### src/rtl/counter_scheduler_pkg.sv
// rtl/counter_scheduler_pkg.sv - shared types and round-robin pick for counter_scheduler
package counter_sched_pkg;

    localparam int MAXREQ = 8;

    typedef enum logic [1:0] {
        IDLE = 2'd0,
        RUN  = 2'd1,
        DONE = 2'd2
    } state_e;

    typedef struct packed {
        logic       valid;
        logic [2:0] idx;
    } rr_sel_t;

    // Scan last+1, last+2, ... modulo n; the nearest asserted request wins.
    function automatic rr_sel_t rr_pick(input logic [MAXREQ-1:0] req,
                                        input logic [2:0]        last,
                                        input int                n);
        rr_sel_t    sel;
        logic [2:0] cand;
        sel = '0;
        for (int k = MAXREQ; k >= 1; k--) begin
            cand = 3'((int'(last) + k) % n);
            if (k <= n && req[cand]) begin
                sel.valid = 1'b1;
                sel.idx   = cand;
            end
        end
        return sel;
    endfunction

endpackage

### src/rtl/counter_scheduler_tick_gen.sv
// rtl/counter_scheduler_tick_gen.sv - shared prescaler producing one wrap per PRESCALE enabled cycles
module tick_gen #(
    parameter int PRESCALE = 100,
    parameter int PW       = 7
) (
    input  logic clk,
    input  logic rst,
    input  logic clear,
    input  logic en,
    output logic wrap
);

    localparam logic [PW-1:0] LAST = PW'(PRESCALE - 1);

    logic [PW-1:0] cnt_q;

    // Combinational so the owner FSM can act on the wrap in the same cycle.
    assign wrap = en && (cnt_q == LAST);

    always_ff @(posedge clk or negedge rst) begin
        if (!rst) begin
            cnt_q <= '0;
        end else if (clear) begin
            cnt_q <= '0;
        end else if (en) begin
            cnt_q <= wrap ? '0 : cnt_q + 1'b1;
        end
    end

endmodule

### src/rtl/counter_scheduler.sv
// rtl/counter_scheduler.sv - round-robin sharing of one prescaled interval counter
module counter_scheduler
    import counter_sched_pkg::*;
#(
    parameter int NREQ     = 4,
    parameter int CW       = 16,
    parameter int PRESCALE = 100,
    parameter int PW       = 7
) (
    input  logic               clk,
    input  logic               rst,
    input  logic [NREQ-1:0]    req,
    input  logic [NREQ*CW-1:0] dur,
    input  logic               abort,
    output logic [NREQ-1:0]    gnt,
    output logic [NREQ-1:0]    done,
    output logic               busy,
    output logic [CW-1:0]      remaining,
    output logic               tick
);

    state_e            state_q;
    logic [NREQ-1:0]   gnt_q;
    logic [NREQ-1:0]   done_q;
    logic              busy_q;
    logic              tick_q;
    logic [CW-1:0]     rem_q;
    logic [2:0]        last_q;
    logic [2:0]        owner_q;

    logic [MAXREQ-1:0] req_ext;
    rr_sel_t           pick;
    logic              grant;
    logic [NREQ-1:0]   pick_oh;
    logic [NREQ-1:0]   owner_oh;
    logic [CW-1:0]     pick_dur;
    logic              wrap;

    assign req_ext  = MAXREQ'(req);
    assign pick     = rr_pick(req_ext, last_q, NREQ);
    assign grant    = (state_q == IDLE) && !abort && pick.valid;
    assign pick_oh  = NREQ'(1) << pick.idx;
    assign owner_oh = NREQ'(1) << owner_q;
    assign pick_dur = dur[int'(pick.idx)*CW +: CW];

    tick_gen #(
        .PRESCALE (PRESCALE),
        .PW       (PW)
    ) u_tick_gen (
        .clk   (clk),
        .rst   (rst),
        .clear (grant),
        .en    (state_q == RUN),
        .wrap  (wrap)
    );

    always_ff @(posedge clk or negedge rst) begin
        if (!rst) begin
            state_q <= IDLE;
            gnt_q   <= '0;
            done_q  <= '0;
            busy_q  <= 1'b0;
            tick_q  <= 1'b0;
            rem_q   <= '0;
            last_q  <= 3'(NREQ - 1);
            owner_q <= '0;
        end else begin
            done_q <= '0;
            tick_q <= 1'b0;
            case (state_q)
                IDLE: begin
                    if (grant) begin
                        state_q <= RUN;
                        busy_q  <= 1'b1;
                        gnt_q   <= pick_oh;
                        rem_q   <= pick_dur;
                        owner_q <= pick.idx;
                    end
                end
                RUN: begin
                    // Cancellation outranks expiry, so a late abort or drop never yields done.
                    if (abort || !req_ext[owner_q]) begin
                        state_q <= IDLE;
                        busy_q  <= 1'b0;
                        gnt_q   <= '0;
                        rem_q   <= '0;
                        last_q  <= owner_q;
                    end else if (rem_q == '0) begin
                        state_q <= DONE;
                        gnt_q   <= '0;
                        done_q  <= owner_oh;
                    end else if (wrap) begin
                        tick_q <= 1'b1;
                        rem_q  <= rem_q - 1'b1;
                        if (rem_q == CW'(1)) begin
                            state_q <= DONE;
                            gnt_q   <= '0;
                            done_q  <= owner_oh;
                        end
                    end
                end
                DONE: begin
                    state_q <= IDLE;
                    busy_q  <= 1'b0;
                    gnt_q   <= '0;
                    rem_q   <= '0;
                    last_q  <= owner_q;
                end
                default: begin
                    state_q <= IDLE;
                    busy_q  <= 1'b0;
                    gnt_q   <= '0;
                    rem_q   <= '0;
                end
            endcase
        end
    end

    assign gnt       = gnt_q;
    assign done      = done_q;
    assign busy      = busy_q;
    assign remaining = rem_q;
    assign tick      = tick_q;

endmodule

### config.mk
export PLATFORM = sky130hd
export DESIGN_NAME = counter_scheduler
export DESIGN_NICKNAME = d
export VERILOG_FILES = /design/src/rtl/counter_scheduler_pkg.sv /design/src/rtl/counter_scheduler_tick_gen.sv /design/src/rtl/counter_scheduler.sv
export SDC_FILE = /design/constraint.sdc
export NUM_CORES = 1
export LEC_CHECK = 0
export ABC_AREA = 1
export BUFFER_PORTS_ARGS = -buffer_cell sky130_fd_sc_hd__buf_2
export CORE_MARGIN = 3
export CORE_UTILIZATION = 26
export DETAILED_ROUTE_END_ITERATION = 12
export GPL_TIMING_DRIVEN = 0
export PLACE_DENSITY = 0.49
export SYNTH_ARGS = -nofsm -noshare
export SYNTH_HDL_FRONTEND = slang
export SYNTH_SLANG_ARGS = --single-unit
export TNS_END_PERCENT = 100
### constraint.sdc
create_clock -name clk -period 3.6 [get_ports clk]
set_input_delay 0.18 -clock clk [delete_from_list [all_inputs] [get_ports clk]]
set_output_delay 0.18 -clock clk [all_outputs]
set_load 0.05 [all_outputs]
# Yosys cells after proc, flatten, opt, wreduce, memory -nomap -nowiden
# Index checks and enable logic that the tools add are counted.
[totals]
inputBits = 71
ff_bits = 40
wordCells = 104
[classes]
add_sub_neg = 6
order_cmp = 5
n_eq_ne = 10
n_shift = 3
n_bitwise = 4
reduce_logical = 19
n_mux = 48
[ops]
columns = ["operator", "n"]
rows = [
  ["two-way mux 16 bit", 4],
  ["indexed part select 64 x 8 -> 16 bit", 1],
  ["two-way mux 4 bit", 14],
  ["case mux 16 bit (2 select lines)", 1],
  ["two-way mux 7 bit", 3],
  ["less-than comparator 3 x 4 -> 1 bit, second input constant", 5],
  ["== test 16 x 1 -> 1 bit, second input constant", 1],
  ["logical NOT 16 bit", 1],
  ["subtractor 16 x 1 -> 16 bit, second input constant", 1],
  ["binary-select mux 1 bit (select 3 bit)", 5],
  ["two-way mux 2 bit", 6],
  ["two-way mux 1 bit", 11],
  ["inequality test 4 bit, second input constant", 2],
  ["case mux 2 bit (2 select lines)", 2],
  ["case mux 4 bit (2 select lines)", 1],
  ["OR reduction 2 bit", 4],
  ["left shift 1 x 3 -> 4 bit, first input constant", 2],
  ["adder 7 x 1 -> 7 bit, second input constant", 1],
  ["== test 7 bit, second input constant", 1],
  ["inequality test 3 bit, second input constant", 2],
  ["AND reduction 2 bit", 3],
  ["AND reduction 3 bit", 2],
  ["adder 2 x 1 -> 2 bit, second input constant", 2],
  ["adder 2 bit, second input constant", 2],
  ["other kinds (10)", 18],
]

# Logic depth before layout (Yosys ltp)
[logic_depth]
word_depth = 12
ltp_mapped = 19
mapped_depth_nobuf = 17

# Cells and area by module
# A second synthesis with hierarchy kept.
[unflattened]
cells_unflattened = 509
hier_area_um2 = 3170.5
[modules_own_cells]
columns = ["mod", "instances", "seq_area_each_um2", "area_each_um2", "cells_per_inst"]
rows = [
  ["counter_scheduler", 1, 803.3, 2755.1, 453],
  ["tick_gen", 1, 175.2, 415.4, 56],
]

# Worst setup path before layout
# OpenSTA, ideal clock, no wires.
[synth_timing]
kind = "reg-to-reg"
startpoint = "reg rem_q[0] (netlist: remaining[0])"
endpoint = "reg rem_q[10] (netlist: remaining[10])"
stages_incl_launch_ff = 13
setup_ps = 118
n_path_buf = 1
arrival_time_ps = 1975
setup_slack_ps = 1507
synth_period_minus_slack_ps = 2093
path_cell_list = "dfrtp_1 inv_1 ha_1 nand2_1 nor2_1 inv_1 nor2_2 nor2_1 o21ai_4 inv_2 buf_4 nand2_1 nand2_1"
[synth_between]
elab_chain_len = 5
elab_cells_between_ends = 8
cone_classes = "add/sub: 1; eq/ne: 1; mux: 4; reduce/logical: 2"
[synth_rtl]
columns = ["item", "line_no", "source"]
rows = [
  ["start, declared", "counter_scheduler.sv:27", "logic [CW-1:0] rem_q;"],
  ["start signal, assigned", "counter_scheduler.sv:76", "rem_q <= pick_dur;"],
  ["start signal, assigned", "counter_scheduler.sv:94", "rem_q <= rem_q - 1'b1;"],
  ["subtractor 16 x 1 -> 16 bit", "counter_scheduler.sv:94", ""],
  ["two-way mux 16 bit", "counter_scheduler.sv:92", "end else if (wrap) begin"],
  ["two-way mux 16 bit", "counter_scheduler.sv:88", "end else if (rem_q == '0) begin"],
  ["two-way mux 16 bit", "counter_scheduler.sv:82", "if (abort || !req_ext[owner_q]) begin"],
  ["case mux 16 bit (2 select lines)", "counter_scheduler.sv:70", "case (state_q)"],
]
# Parallel ways exist; a longest one is shown, timed or not. The select of a mux whose other input is x is not followed.
# A chain may end at the register's enable or synchronous reset.

# Worst setup path in the final report
[layout_timing]
startpoint = "reg rem_q[0] (netlist: remaining[0])"
endpoint = "reg rem_q[3] (netlist: remaining[3])"
# The elaborated chain is that of the path after synthesis.

==> results.txt <==
----------------------------------------------------
[Worst setup path]
  List of cells traversed by the critical path ... inv_1 -> ha_1 -> nand2_1 -> nor2_1 -> inv_1 -> nor2_2 -> nor2_1 -> o21ai_4 -> inv_2 -> buf_4 -> nand2_1 -> nand2_1
  Cells on worst reg2reg path ... 12
  Crit path max-delay family ... simple AND/OR/NAND/NOR gates
  Crit. End Element ... flip-flop
  Worst-path fanout max ... 10
  Worst Path Class, Setup ... flip-flop to flip-flop
  WP buf/inv ... 4
  Startpoint kind of the worst setup timing path ... flip-flop
  Arrival time worst endpoint ... 2370 ps
  Crit path largest cell delay ... 440 ps
  Top cell by count, worst path ... sky130_fd_sc_hd__nand2_1
  Required @ worst endpoint ... 3770 ps
  Number of cells on the critical path ... 12
  Slowest CP cell ... sky130_fd_sc_hd__dfrtp_1

[Die]
  Die Height ... 115 µm
  Initial core utilization ... 26.8%
  Floorplan core area ... 0.0115 mm²
  Area of the die ... 0.0132 mm²
  Cell row count ... 39
  Die X ... 115 µm
  Num ports ... 97

[Logic synthesis]
  Number of nets produced by synthesis ... 566
  Count of flip-flops with a built-in enable after synthesis ... 0
  Ys flop type ... sky130_fd_sc_hd__dfrtp_1
  Average cell area after synthesis ... 6.28 µm²
  Library cells used by synthesis ... 39
  Share of flip-flops with an asynchronous set or reset after synthesis ... 100%
  Cells after Synth ... 492
  Synthesis-stage register bit count ... 39
  Share of synthesized area occupied by flip-flops and latches ... 31.7%
  Yosys synthesis warning count ... 0
  Mapped cell area ... 0.00309 mm²

[Final layout]
  Utilization of the core after routing ... 33.8%
  Count of inserted antenna diode cells ... 0
  Fraction of layout cells with a size suffix above 1 ... 24.7%
  Syn-to-layout area delta ... 25.9%
  Final nets ... 669
  Number of filler cells placed in the layout ... 1303
  Sequential cell area in the final layout ... 978 µm²
  Commonest cells after routing, fill and taps aside ... sky130_fd_sc_hd__nand2_1 (256), sky130_fd_sc_hd__buf_2 (103), sky130_fd_sc_hd__nand3_1 (45)
  Commonest non-fill, non-tap cell in the layout ... sky130_fd_sc_hd__nand2_1
  Non-filler cells, final ... 739
  Area of the multi-input gates ... 0.00184 mm²

[Place]
  DP HPWL ... 7450 µm
  GP Congestion ... 0.774
  Worst setup slack before clock tree synthesis ... 1380 ps
  Cell total after placement ... 731
  Port Buffers ... 96

[Global routing]
  Via count of the first global-routing pass ... 3237
  Pin count of the biggest net entering global routing ... 40
  GRT Residual Overflow ... 0
  Wire length of the first global-routing pass ... 15400 µm
  GRT Resource Usage Total ... 14.3%
  Antenna violations before repair ... 0

[Route]
  Average wire per cell in the routed design ... 12.5 µm
  Count of nets left with antenna violations after detail routing ... 0
  Detailed-route via count ... 3306
  Initial DRT Pass Iterations ... 5
  Avg Vias per Cell ... 4.47
  Number of DRC violations after detailed-routing iteration 0 ... 106
  Total routed wirelength ... 9240 µm
  DRC violation count after routing ... 0

[Timing]
  Slew at the pin closest to its max-slew limit ... 893 ps
  Worst Hold Slack ... 18.9 ps
  Worst clock skew ... 8.78 ps
  Relative slew margins ... 40.5%
  Final clock period utilization by the worst path ... 61.0%
  Fin. Hold Viols ... 0
  Maximum frequency from static timing analysis ... 0.455 GHz
  Setup repair after global routing missed its margin ... no
  Setup ws final ... 1400 ps
  Shortest clock period the worst path allows after layout ... 2200 ps
  Number of pins exceeding their max-slew limit in the final report ... 0
  Sum of negative setup slack ... 0 ps
  Count of endpoints failing setup in the final report ... 0

[Status]
  Status ... complete, no violations

[CTS]
  Cell at the root of the clock tree ... sky130_fd_sc_hd__clkbuf_16
  CTS tree ... yes
  Latest clock arrival within the worst-skew pair ... 280 ps
  Hold-fix buffers at CTS ... 0
  Clock sinks ... 39
  Maximum buffer depth of the clock tree ... 2
  Number of CTS-inserted buffers ... 5
  Post-CTS Resized ... 0
  Total setup buffers inserted after CTS ... 0
  Number of levels the H-tree was split into ... 2
  Reg clk slew, reported paths ... 60 ps

[Pwr]
  Leakage power total ... 2.27 nW
  Maximum resistive drop on vdd ... 0.000396 V
  Power density normalized to cell area ... 1030 mW/mm²

[Worst hold path]
  HP Class ... primary input to async pin

[Flow run]
  Number of maximum-capacitance violations ... 0

----------------------------------------------------
-- kinds of logic after synthesis --
group,after synthesis,share of synthesized area [%]
adder cells (fa/ha/maj),3,1.21
buffers and inverters,56,8.74
AND/OR/NAND/NOR,354,48.9
AO/OA/AOI/OAI,27,5.79
flip-flops,39,31.7
XOR/XNOR,13,3.68
-- worst paths after layout --
check	from	slack (ps)	endpoint
max	remaining[0]	1400	remaining[3]
min	rst	20	remaining[5]
max reg2reg	remaining[0]	1400	remaining[3]
min reg2reg	gnt[1]	480	gnt[1]
max in group asynchronous	rst	3010	remaining[1]
min in group clk	abort	390	last_q[1]
-- cells in the mapped netlist (all sizes together) (4+ instances only) --
master	instances	share of area (%)
nand3	47	8.2
o31ai	4	0.97
xor2	11	3.1
o22ai	4	0.81
nor3	10	1.8
o21ai	13	2.6
nor4	4	0.81
buf	16	3.8
or2	6	1.2
inv	37	4.6
nand2	264	33
nor2	20	2.8
dfrtp	37	30
-- routing by layer --
| layer | routed length [µm] | GRT usage [%] |
|---|---|---|
| met4 | 27 | 1.88 |
| met5 | 0 | 0 |
| met3 | 444 | 2.74 |
| met2 | 4430 | 24.2 |
| met1 | 4340 | 19.6 |
-- worst register-to-register path, stage by stage (launching register included) --
cell,delay [ps]
sky130_fd_sc_hd__dfrtp_1,440
sky130_fd_sc_hd__inv_1,120
sky130_fd_sc_hd__ha_1,190
sky130_fd_sc_hd__nand2_1,80
sky130_fd_sc_hd__nor2_1,120
sky130_fd_sc_hd__inv_1,120
sky130_fd_sc_hd__nor2_2,230
sky130_fd_sc_hd__nor2_1,110
sky130_fd_sc_hd__o21ai_4,240
sky130_fd_sc_hd__inv_2,120
sky130_fd_sc_hd__buf_4,190
sky130_fd_sc_hd__nand2_1,80
sky130_fd_sc_hd__nand2_1,50
-- per-stage QoR --
step	total power [W]	area, µm²
4_1_cts	0.00407	3890
3_5_place_dp	0.00362	3750
3_3_place_gp	0.00360	3750
2_1_floorplan	0.00292	3090
6_report	0.00400	3890
5_1_grt	0.00448	3890
-- state kept, by name, summed over array words and instances, names as in the netlist --
| signal | cells |
|---|---|
| owner_q | 2 |
| done | 4 |
| remaining | 16 |
| last_q | 2 |
| gnt | 4 |
| busy | 1 |
| u_tick_gen.cnt_q | 7 |
| state_q | 2 |
| tick | 1 |
-- report_power, final --
group          switching, W  internal (W)  total, W
clock network      0.000174      0.000256  0.000430
logic               0.00191      0.000922   0.00283
registers          0.000155      0.000584  0.000739
total               0.00224       0.00176   0.00400
-- final cells by class --
class                   instances  share of cell area (%)
multi-input cells             397                    47.3
flip-flops and latches         39                    25.1
repair buffers                 96                    12.3
well taps                     143                    4.60
inverters                      37                    3.63
clock buffers                   6                    3.31
plain buffers                  19                    3.31
clock inverters                 2                   0.322
(Power assumes the default switching activity.)
